===== src/rtl/if_fetch_queue.sv =====
// Instruction-fetch stage with a FIFO prefetch queue between instruction memory and ID.
// Optional redirect alignment check is enabled by defining IF_ALIGN_CHECK_EN.
module if_fetch_queue #(
  parameter int unsigned QUEUE_DEPTH = 4,
  parameter logic [31:0] RESET_PC    = 32'hBFC00000,
  parameter logic [31:0] PC_INCR     = 32'd4
) (
  input  logic        CLK,
  input  logic        RESET,
  output logic [31:0] Instr_address_2IM,
  output logic        Fetch_Req_OUT,
  input  logic [31:0] Instr1_fIM,
  input  logic        hit,
  input  logic        Request_Alt_PC,
  input  logic [31:0] Alt_PC,
  input  logic        STALL,
  output logic        Instr_Valid_OUT,
  output logic [31:0] Instr1_OUT,
  output logic [31:0] Instr_PC_OUT,
  output logic [31:0] Instr_PC_Plus4,
  output logic        Misaligned_OUT
);

  localparam int unsigned PTR_W = (QUEUE_DEPTH > 1) ? $clog2(QUEUE_DEPTH) : 1;
  localparam int unsigned CNT_W = PTR_W + 1;

  typedef struct packed {
    logic [31:0] instr;
    logic [31:0] pc;
  } entry_t;

  entry_t             q_mem [QUEUE_DEPTH];
  logic [31:0]        fetch_pc;
  logic [PTR_W-1:0]   rd_ptr;
  logic [PTR_W-1:0]   wr_ptr;
  logic [CNT_W-1:0]   count;
  logic [31:0]        alt_pc_eff;
  logic               push;
  logic               pop;
  logic [PTR_W-1:0]   wr_idx;
  entry_t             head;

  // Redirect target as presented to memory and stored in the queue
`ifdef IF_ALIGN_CHECK_EN
  logic alt_misaligned;
  logic misaligned_q;

  assign alt_pc_eff     = {Alt_PC[31:2], 2'b00};
  assign alt_misaligned = |Alt_PC[1:0];
  assign Misaligned_OUT = misaligned_q;

  always_ff @(posedge CLK or negedge RESET) begin
    if (!RESET) begin
      misaligned_q <= 1'b0;
    end else if (Request_Alt_PC) begin
      misaligned_q <= alt_misaligned;
    end
  end
`else
  assign alt_pc_eff     = Alt_PC;
  assign Misaligned_OUT = 1'b0;
`endif

  assign Instr_address_2IM = Request_Alt_PC ? alt_pc_eff : fetch_pc;
  assign Fetch_Req_OUT     = Request_Alt_PC | (count != CNT_W'(QUEUE_DEPTH));
  assign push              = Fetch_Req_OUT & hit;
  assign pop               = Instr_Valid_OUT & ~STALL & ~Request_Alt_PC;
  assign wr_idx            = Request_Alt_PC ? '0 : wr_ptr;

  // Head presentation; forced to fixed values while the queue is empty
  assign head            = q_mem[rd_ptr];
  assign Instr_Valid_OUT = (count != '0);
  assign Instr1_OUT      = Instr_Valid_OUT ? head.instr : 32'h0;
  assign Instr_PC_OUT    = Instr_Valid_OUT ? head.pc : 32'h0;
  assign Instr_PC_Plus4  = Instr_PC_OUT + PC_INCR;

  // Queue storage is deliberately left unreset
  always_ff @(posedge CLK) begin
    if (push) begin
      q_mem[wr_idx] <= '{instr: Instr1_fIM,
                         pc:    (Request_Alt_PC ? alt_pc_eff : fetch_pc)};
    end
  end

  // Fetch PC, pointers and occupancy; a redirect overrides push and pop
  always_ff @(posedge CLK or negedge RESET) begin
    if (!RESET) begin
      fetch_pc <= RESET_PC;
      rd_ptr   <= '0;
      wr_ptr   <= '0;
      count    <= '0;
    end else if (Request_Alt_PC) begin
      rd_ptr <= '0;
      if (hit) begin
        wr_ptr   <= PTR_W'(1);
        count    <= CNT_W'(1);
        fetch_pc <= alt_pc_eff + PC_INCR;
      end else begin
        wr_ptr   <= '0;
        count    <= '0;
        fetch_pc <= alt_pc_eff;
      end
    end else begin
      if (push) begin
        wr_ptr   <= wr_ptr + PTR_W'(1);
        fetch_pc <= fetch_pc + PC_INCR;
      end
      if (pop) begin
        rd_ptr <= rd_ptr + PTR_W'(1);
      end
      unique case ({push, pop})
        2'b10:   count <= count + CNT_W'(1);
        2'b01:   count <= count - CNT_W'(1);
        default: count <= count;
      endcase
    end
  end

endmodule


===== config.mk =====
export PLATFORM = sky130hd
export DESIGN_NAME = if_fetch_queue
export DESIGN_NICKNAME = d
export VERILOG_FILES = /design/src/rtl/if_fetch_queue.sv
export SDC_FILE = /design/constraint.sdc
export NUM_CORES = 1
export LEC_CHECK = 0
export BUFFER_PORTS_ARGS = -buffer_cell sky130_fd_sc_hd__buf_2
export CAP_MARGIN = 20
export CORE_MARGIN = 3
export CORE_UTILIZATION = 43
export DETAILED_ROUTE_END_ITERATION = 6
export GPL_ROUTABILITY_DRIVEN = 0
export GPL_TIMING_DRIVEN = 1
export PLACE_DENSITY = 0.7
export SLEW_MARGIN = 20
export SYNTH_ARGS = -nofsm -noshare
export SYNTH_HDL_FRONTEND = slang
export SYNTH_SLANG_ARGS = --single-unit

===== constraint.sdc =====
create_clock -name CLK -period 8.9 [get_ports CLK]
set_clock_uncertainty 0.15 [all_clocks]
set_input_delay 1.78 -clock CLK [delete_from_list [all_inputs] [get_ports CLK]]
set_output_delay 1.78 -clock CLK [all_outputs]
set_load 0.01 [all_outputs]

# Word-level counts from Yosys, hierarchy flattened
# Memories as Yosys holds them, arrays and structs flattened.
# Index checks and enable logic that the tools add are counted.
[word_totals]
regBits = 39
ramBits = 256
in_bits = 69
out_inout_bits = 131
word_cells = 42
mem_count = 1
[op_classes]
add_sub_neg = 7
eq_ne = 3
n_mux = 17
bitwise = 6
n_reduce_logical = 4
[mem_list]
columns = ["name", "words", "word_bits", "read_ports", "rd_clocked_by_memory_dff", "write_ports", "line_no", "source"]
rows = [
  ["q_mem", 4, 64, 1, 0, 1, "32", "entry_t q_mem [QUEUE_DEPTH];"],
]
[op_table]
columns = ["cell", "n"]
rows = [
  ["32-bit 2-to-1 mux", 6],
  ["32-bit by 3-bit adder with 32-bit output, second input constant", 3],
  ["2-bit 2-to-1 mux", 5],
  ["3-bit case mux with 2 select lines", 1],
  ["3-bit nonzero test", 2],
  ["2-bit by 1-bit adder with 2-bit output, second input constant", 2],
  ["1-bit 2-to-1 mux", 4],
  ["2-bit nonzero test", 2],
  ["3-bit by 1-bit adder with 3-bit output, second input constant", 1],
  ["1-bit bitwise AND", 3],
  ["3-bit 2-to-1 mux", 1],
  ["3-bit inequality test, second input constant", 1],
  ["3-bit by 1-bit subtractor with 3-bit output, second input constant", 1],
  ["2-bit by 1-bit equality test with 1-bit output, second input constant", 1],
  ["2-bit equality test, second input constant", 1],
  ["1-bit inverter", 2],
  ["1-bit bitwise OR", 1],
]

# Logic depth before layout (Yosys ltp)
[depth]
word_depth = 6
depth_mapped = 12
ltp_nobuf = 9

# Least setup slack after synthesis
# No wires, ideal clock.
[synth_timing]
path_kind = "input port to flip-flop"
from = "input Request_Alt_PC"
to = "memory q_mem[2][0] in the netlist's numbering, enable pin"
setup_time_ns = 0.565
arrival_ns = 7.100
t_required_ns = 8.185
setup_slack_ns = 1.085
path_stages = 7
n_path_buf = 3
path_cell_list = "clkbuf_1 or4b_1 clkbuf_1 and2_1 clkbuf_1 nand2_1 nor3_1"
[synth_between]
elab_chain_len = 4
elab_cells_between_ends = 5
cone_classes = "mux (3); bitwise (2)"
[synth_rtl]
columns = ["element", "line_no", "source"]
rows = [
  ["start: declaration", "14", "input logic Request_Alt_PC,"],
  ["1-bit bitwise OR", "65", "assign Fetch_Req_OUT = Request_Alt_PC | (count != CNT_W'(QUEUE_DEPTH));"],
  ["via Fetch_Req_OUT", "11", "output logic Fetch_Req_OUT,"],
  ["1-bit bitwise AND", "66", "assign push = Fetch_Req_OUT & hit;"],
  ["1-bit 2-to-1 mux", "79", "if (push) begin"],
  ["1-bit 2-to-1 mux", "81", "pc: (Request_Alt_PC ? alt_pc_eff : fetch_pc)};"],
  ["end: declaration", "32", ""],
]
# The timed path passes the listed nets, and every way through them passes these cells.

# Worst setup path after layout
[layout_timing]
from = "register rd_ptr[1]"
to = "output Instr_PC_Plus4[18]"
[layout_between]
elab_chain_len = 3
[layout_rtl]
columns = ["element", "line_no", "source"]
rows = [
  ["start: declaration", "34", "logic [PTR_W-1:0] rd_ptr;"],
  ["start signal: assignment", "109", "rd_ptr <= rd_ptr + PTR_W'(1);"],
  ["memory read 4 x 64 bit", "-", ""],
  ["32-bit 2-to-1 mux", "74", "assign Instr_PC_OUT = Instr_Valid_OUT ? head.pc : 32'h0;"],
  ["32-bit by 3-bit adder with 32-bit output", "75", "assign Instr_PC_Plus4 = Instr_PC_OUT + PC_INCR;"],
  ["end: declaration", "20", "output logic [31:0] Instr_PC_Plus4,"],
]
# No other way between the ends.

==> flow_summary_export.csv <==
group,metric,value,unit
status,status,"finished, final reports clean",
synthesis,syn-num-nets,987,
final_layout,final_layout_size_suffix_gt1_share,33.2,%
power_and_ir_drop,max-vdd-ir-drop,164,uV
clock_network,clk_pin_slew,0.06,ns
flow_run,cap_violations,0,
clock_network,clk_latency,0.55,ns
synthesis,ys.flop_type,"edfxtp_1",
synthesis,synth_cells,914,
synthesis,ys_types,55,
synthesis,ys_seq_elements,295,
setup_path,slowest_delay,0.74,ns
die,pin_count,200,
setup_path,worstSetupEndpointType,"output port",
sta,holdWs,0.359,ns
clock_network,htree_levels,1,
clock_network,cts_hold_buf,0,
sta,fmax,165,MHz
route,vias_per_cell,5.41,
setup_path,worstPathCellList,"buf_4 -> mux4_2 -> and2_1 -> ha_1 -> nand2_1 -> nor4_2 -> nand3_1 -> xnor2_1 -> buf_2",
setup_path,reg2reg_depth,4,
die,fp.dieH,185,um
synthesis,synth_top_family_by_area,"multiplexers",
clock_network,cts_resized,0,
die,num_rows,64,
die,initial_core_util,44.3,%
clock_network,clock-root-buffer,"clkbuf_16",
clock_network,cts_buffers,31,
power_and_ir_drop,p_leak,5.82,nW
setup_path,critPathKind,"reg2out",
power_and_ir_drop,power_density,248,nW/um^2
synthesis,synth_simple_gate_area_share,11.7,%
worst_hold_path,hp-class,"reg2reg",
setup_path,critPathTopFamily,"simple AND/OR/NAND/NOR gates",
setup_path,cp.depth,9,
synthesis,synth_edf_count,256,
setup_path,rr_startpoint,"count[0]",
sta,setup_violations,0,
die,die_w,185,um
synthesis,synth_mux_area_share,14.4,%
sta,tightest_slew,1.06,ns
clock_network,cts_tree,"yes",
setup_path,critPathRequiredTime,6.97,ns
synthesis,synth_area,13700,um^2
synthesis,syn_avg_cell_area,15.0,um^2
sta,finalSetupTns,0,ns
clock_network,post_cts_buffers,0,
sta,period_minus_slack,6.06,ns
setup_path,cp.arrival,4.13,ns
grt,grt_remaining_overflow,0,
synthesis,ys_warn_count,0,
route,wl_per_cell,20.7,um
grt,grt_max_degree,97,
grt,grt_pass1_vias,8026,
sta,slew_viol_final,0,
final_layout,nets,1178,
route,drt_pass1_iterations,7,
route,num_vias,8256,
setup_path,crit_path_start,"rd_ptr[1]",
synthesis,seq_area_frac_synth,63.1,%
grt,grtUsageTotal,18.1,%
synthesis,synth-async-reset-ratio,13.2,%
die,fp.dieArea,34200,um^2
setup_path,startpoint_type,"flip-flop",
sta,final_hold_viol_count,0,
die,core,31100,um^2
setup_path,crit_slowest_cell,"buf_4",
clock_network,clock-sinks,295,
setup_path,path_buf_inv,2,
route,drtAntennaViolNets,0,
final_layout,diodes,0,
setup_path,reg2reg_setup_slack,6.23,ns
worst_hold_path,holdCritStartpoint,"fetch_pc[0]",
synthesis,synth_xor_area_share,5.73,%
sta,fin_crit_sh,68.1,%
worst_hold_path,holdPathStages,1,
route,wl,31.5,mm
placement,dp_hpwl,21.1,mm
sta,rsz0062_at_grt,"no",
grt,grt_pass1_wl,47.9,mm
placement,port_buffers,198,
grt,antenna_found_initial,1,
sta,relSlewSlack,29.6,%
setup_path,crit_fanout,66,
route,drc_errors,0,
synthesis,synth-compound-area-share,2.20,%
clock_network,cts_buffer_depth,3,
route,drt_iter0_markers,665,
synthesis,synth_fa_ha_area_share,0.419,%
final_layout,synthToLayoutAreaGrowth,16.9,%
-- cell families (layout without fill, tap and decap cells) --
family          count (synthesis)  in the layout
other cells                     1              1
mux                           114            114
simple gates                  296            296
buf+inv                        64            280
compound gates                 50             50
flops                         295            295
xor+xnor                       90             90
fa+ha+maj                       4              4
-- final timing paths --
path                                      endpoint
worst min-delay path                   fetch_pc[0]
min in group asynchronous             fetch_pc[10]
worst min register to register         fetch_pc[0]
max in group asynchronous                rd_ptr[0]
worst max-delay path            Instr_PC_Plus4[18]
worst max register to register        q_mem[3][34]
-- where the power goes --
part	total, W	switching (W)	internal (W)
combinational	0.00101	0.000576	0.000429
clock	0.00129	0.000519	0.000767
sequential	0.00170	0.0000776	0.00162
-- state kept, by name, indices dropped and copies added (netlist names) --
signal / flops
count: 3
wr_ptr: 2
q_mem: 256
rd_ptr: 2
fetch_pc: 32
-- layout make-up --
| class | count | area (um^2) |
|---|---|---|
| timing repair buffer | 206 | 1050 |
| clock inverter | 17 | 198 |
| multi-input combinational | 555 | 4760 |
| sequential | 295 | 8680 |
| tap | 396 | 495 |
| inverter | 16 | 60.1 |
| fill | 2656 | 15000 |
| clock buffer | 41 | 823 |
-- routing by layer --
layer | track usage, % | vias up | wire length [um]
li1 | - | 3827 | -
met1 | 26.9 | 4131 | 14300
met2 | 29.0 | 256 | 14700
met3 | 2.99 | 40 | 1870
met4 | 3.27 | 2 | 541
met5 | 0 | - | 13
-- cells in the mapped netlist (4+ instances only) --
cell / count / area (um^2)
edfxtp_1: 256 / 7690
nand2_1: 71 / 267
and2_1: 61 / 382
mux4_2: 58 / 1310
xnor2_1: 51 / 447
nor2_1: 48 / 180
xor2_1: 39 / 342
mux2_2: 34 / 383
nand3_1: 34 / 170
dfrtp_1: 30 / 751
o21ai_0: 21 / 105
clkbuf_1: 20 / 75.1
and3_1: 18 / 113
mux2i_1: 17 / 170
inv_1: 15 / 56.3
nand4_1: 15 / 93.8
a21oi_1: 12 / 60.1
and4_1: 10 / 87.6
nor3_1: 10 / 50.1
buf_2: 9 / 45.0
dfstp_2: 9 / 236
buf_4: 8 / 60.1
o211ai_1: 6 / 45.0
buf_1: 5 / 18.8
buf_6: 5 / 56.3
and4b_1: 4 / 40.0
mux4_1: 4 / 105
-- metrics by stage --
step	instance area [um^2]	util [%]	setup slack, ns	total power [W]	instances
2_1_floorplan	13700	-	1.09	0.00237	914
3_3_place_gp	15100	48.4	3.40	0.00274	1468
3_5_place_dp	15100	48.4	3.38	0.00275	1468
4_1_cts	16100	51.7	2.78	0.00405	1526
5_1_grt	16100	51.7	2.57	0.00419	1526
6_report	16100	51.7	2.84	0.00399	1526
-- cell usage in the layout (no fill, tap or decap), drive strengths merged, types with 2 or more instances in the layout --
master and instances:
nand2 71, buf 206, dfstp 9, and4 10, nand2b 2, nor2b 3, xor2 39, ha 3
and4b 4, edfxtp 256, and3 18, nor2 48, inv 17, o22ai 2, clkinv 11, mux2i 17
bufinv 4, dfrtp 30, a21oi 12, mux2 35, a221oi 4, nor3 13, and2 61, or3 4
nand4 16, o211ai 6, nor4 6, xnor2 51, nand3 36, clkbuf 41, mux4 62, o21ai 23
(Power assumes the default switching activity.)
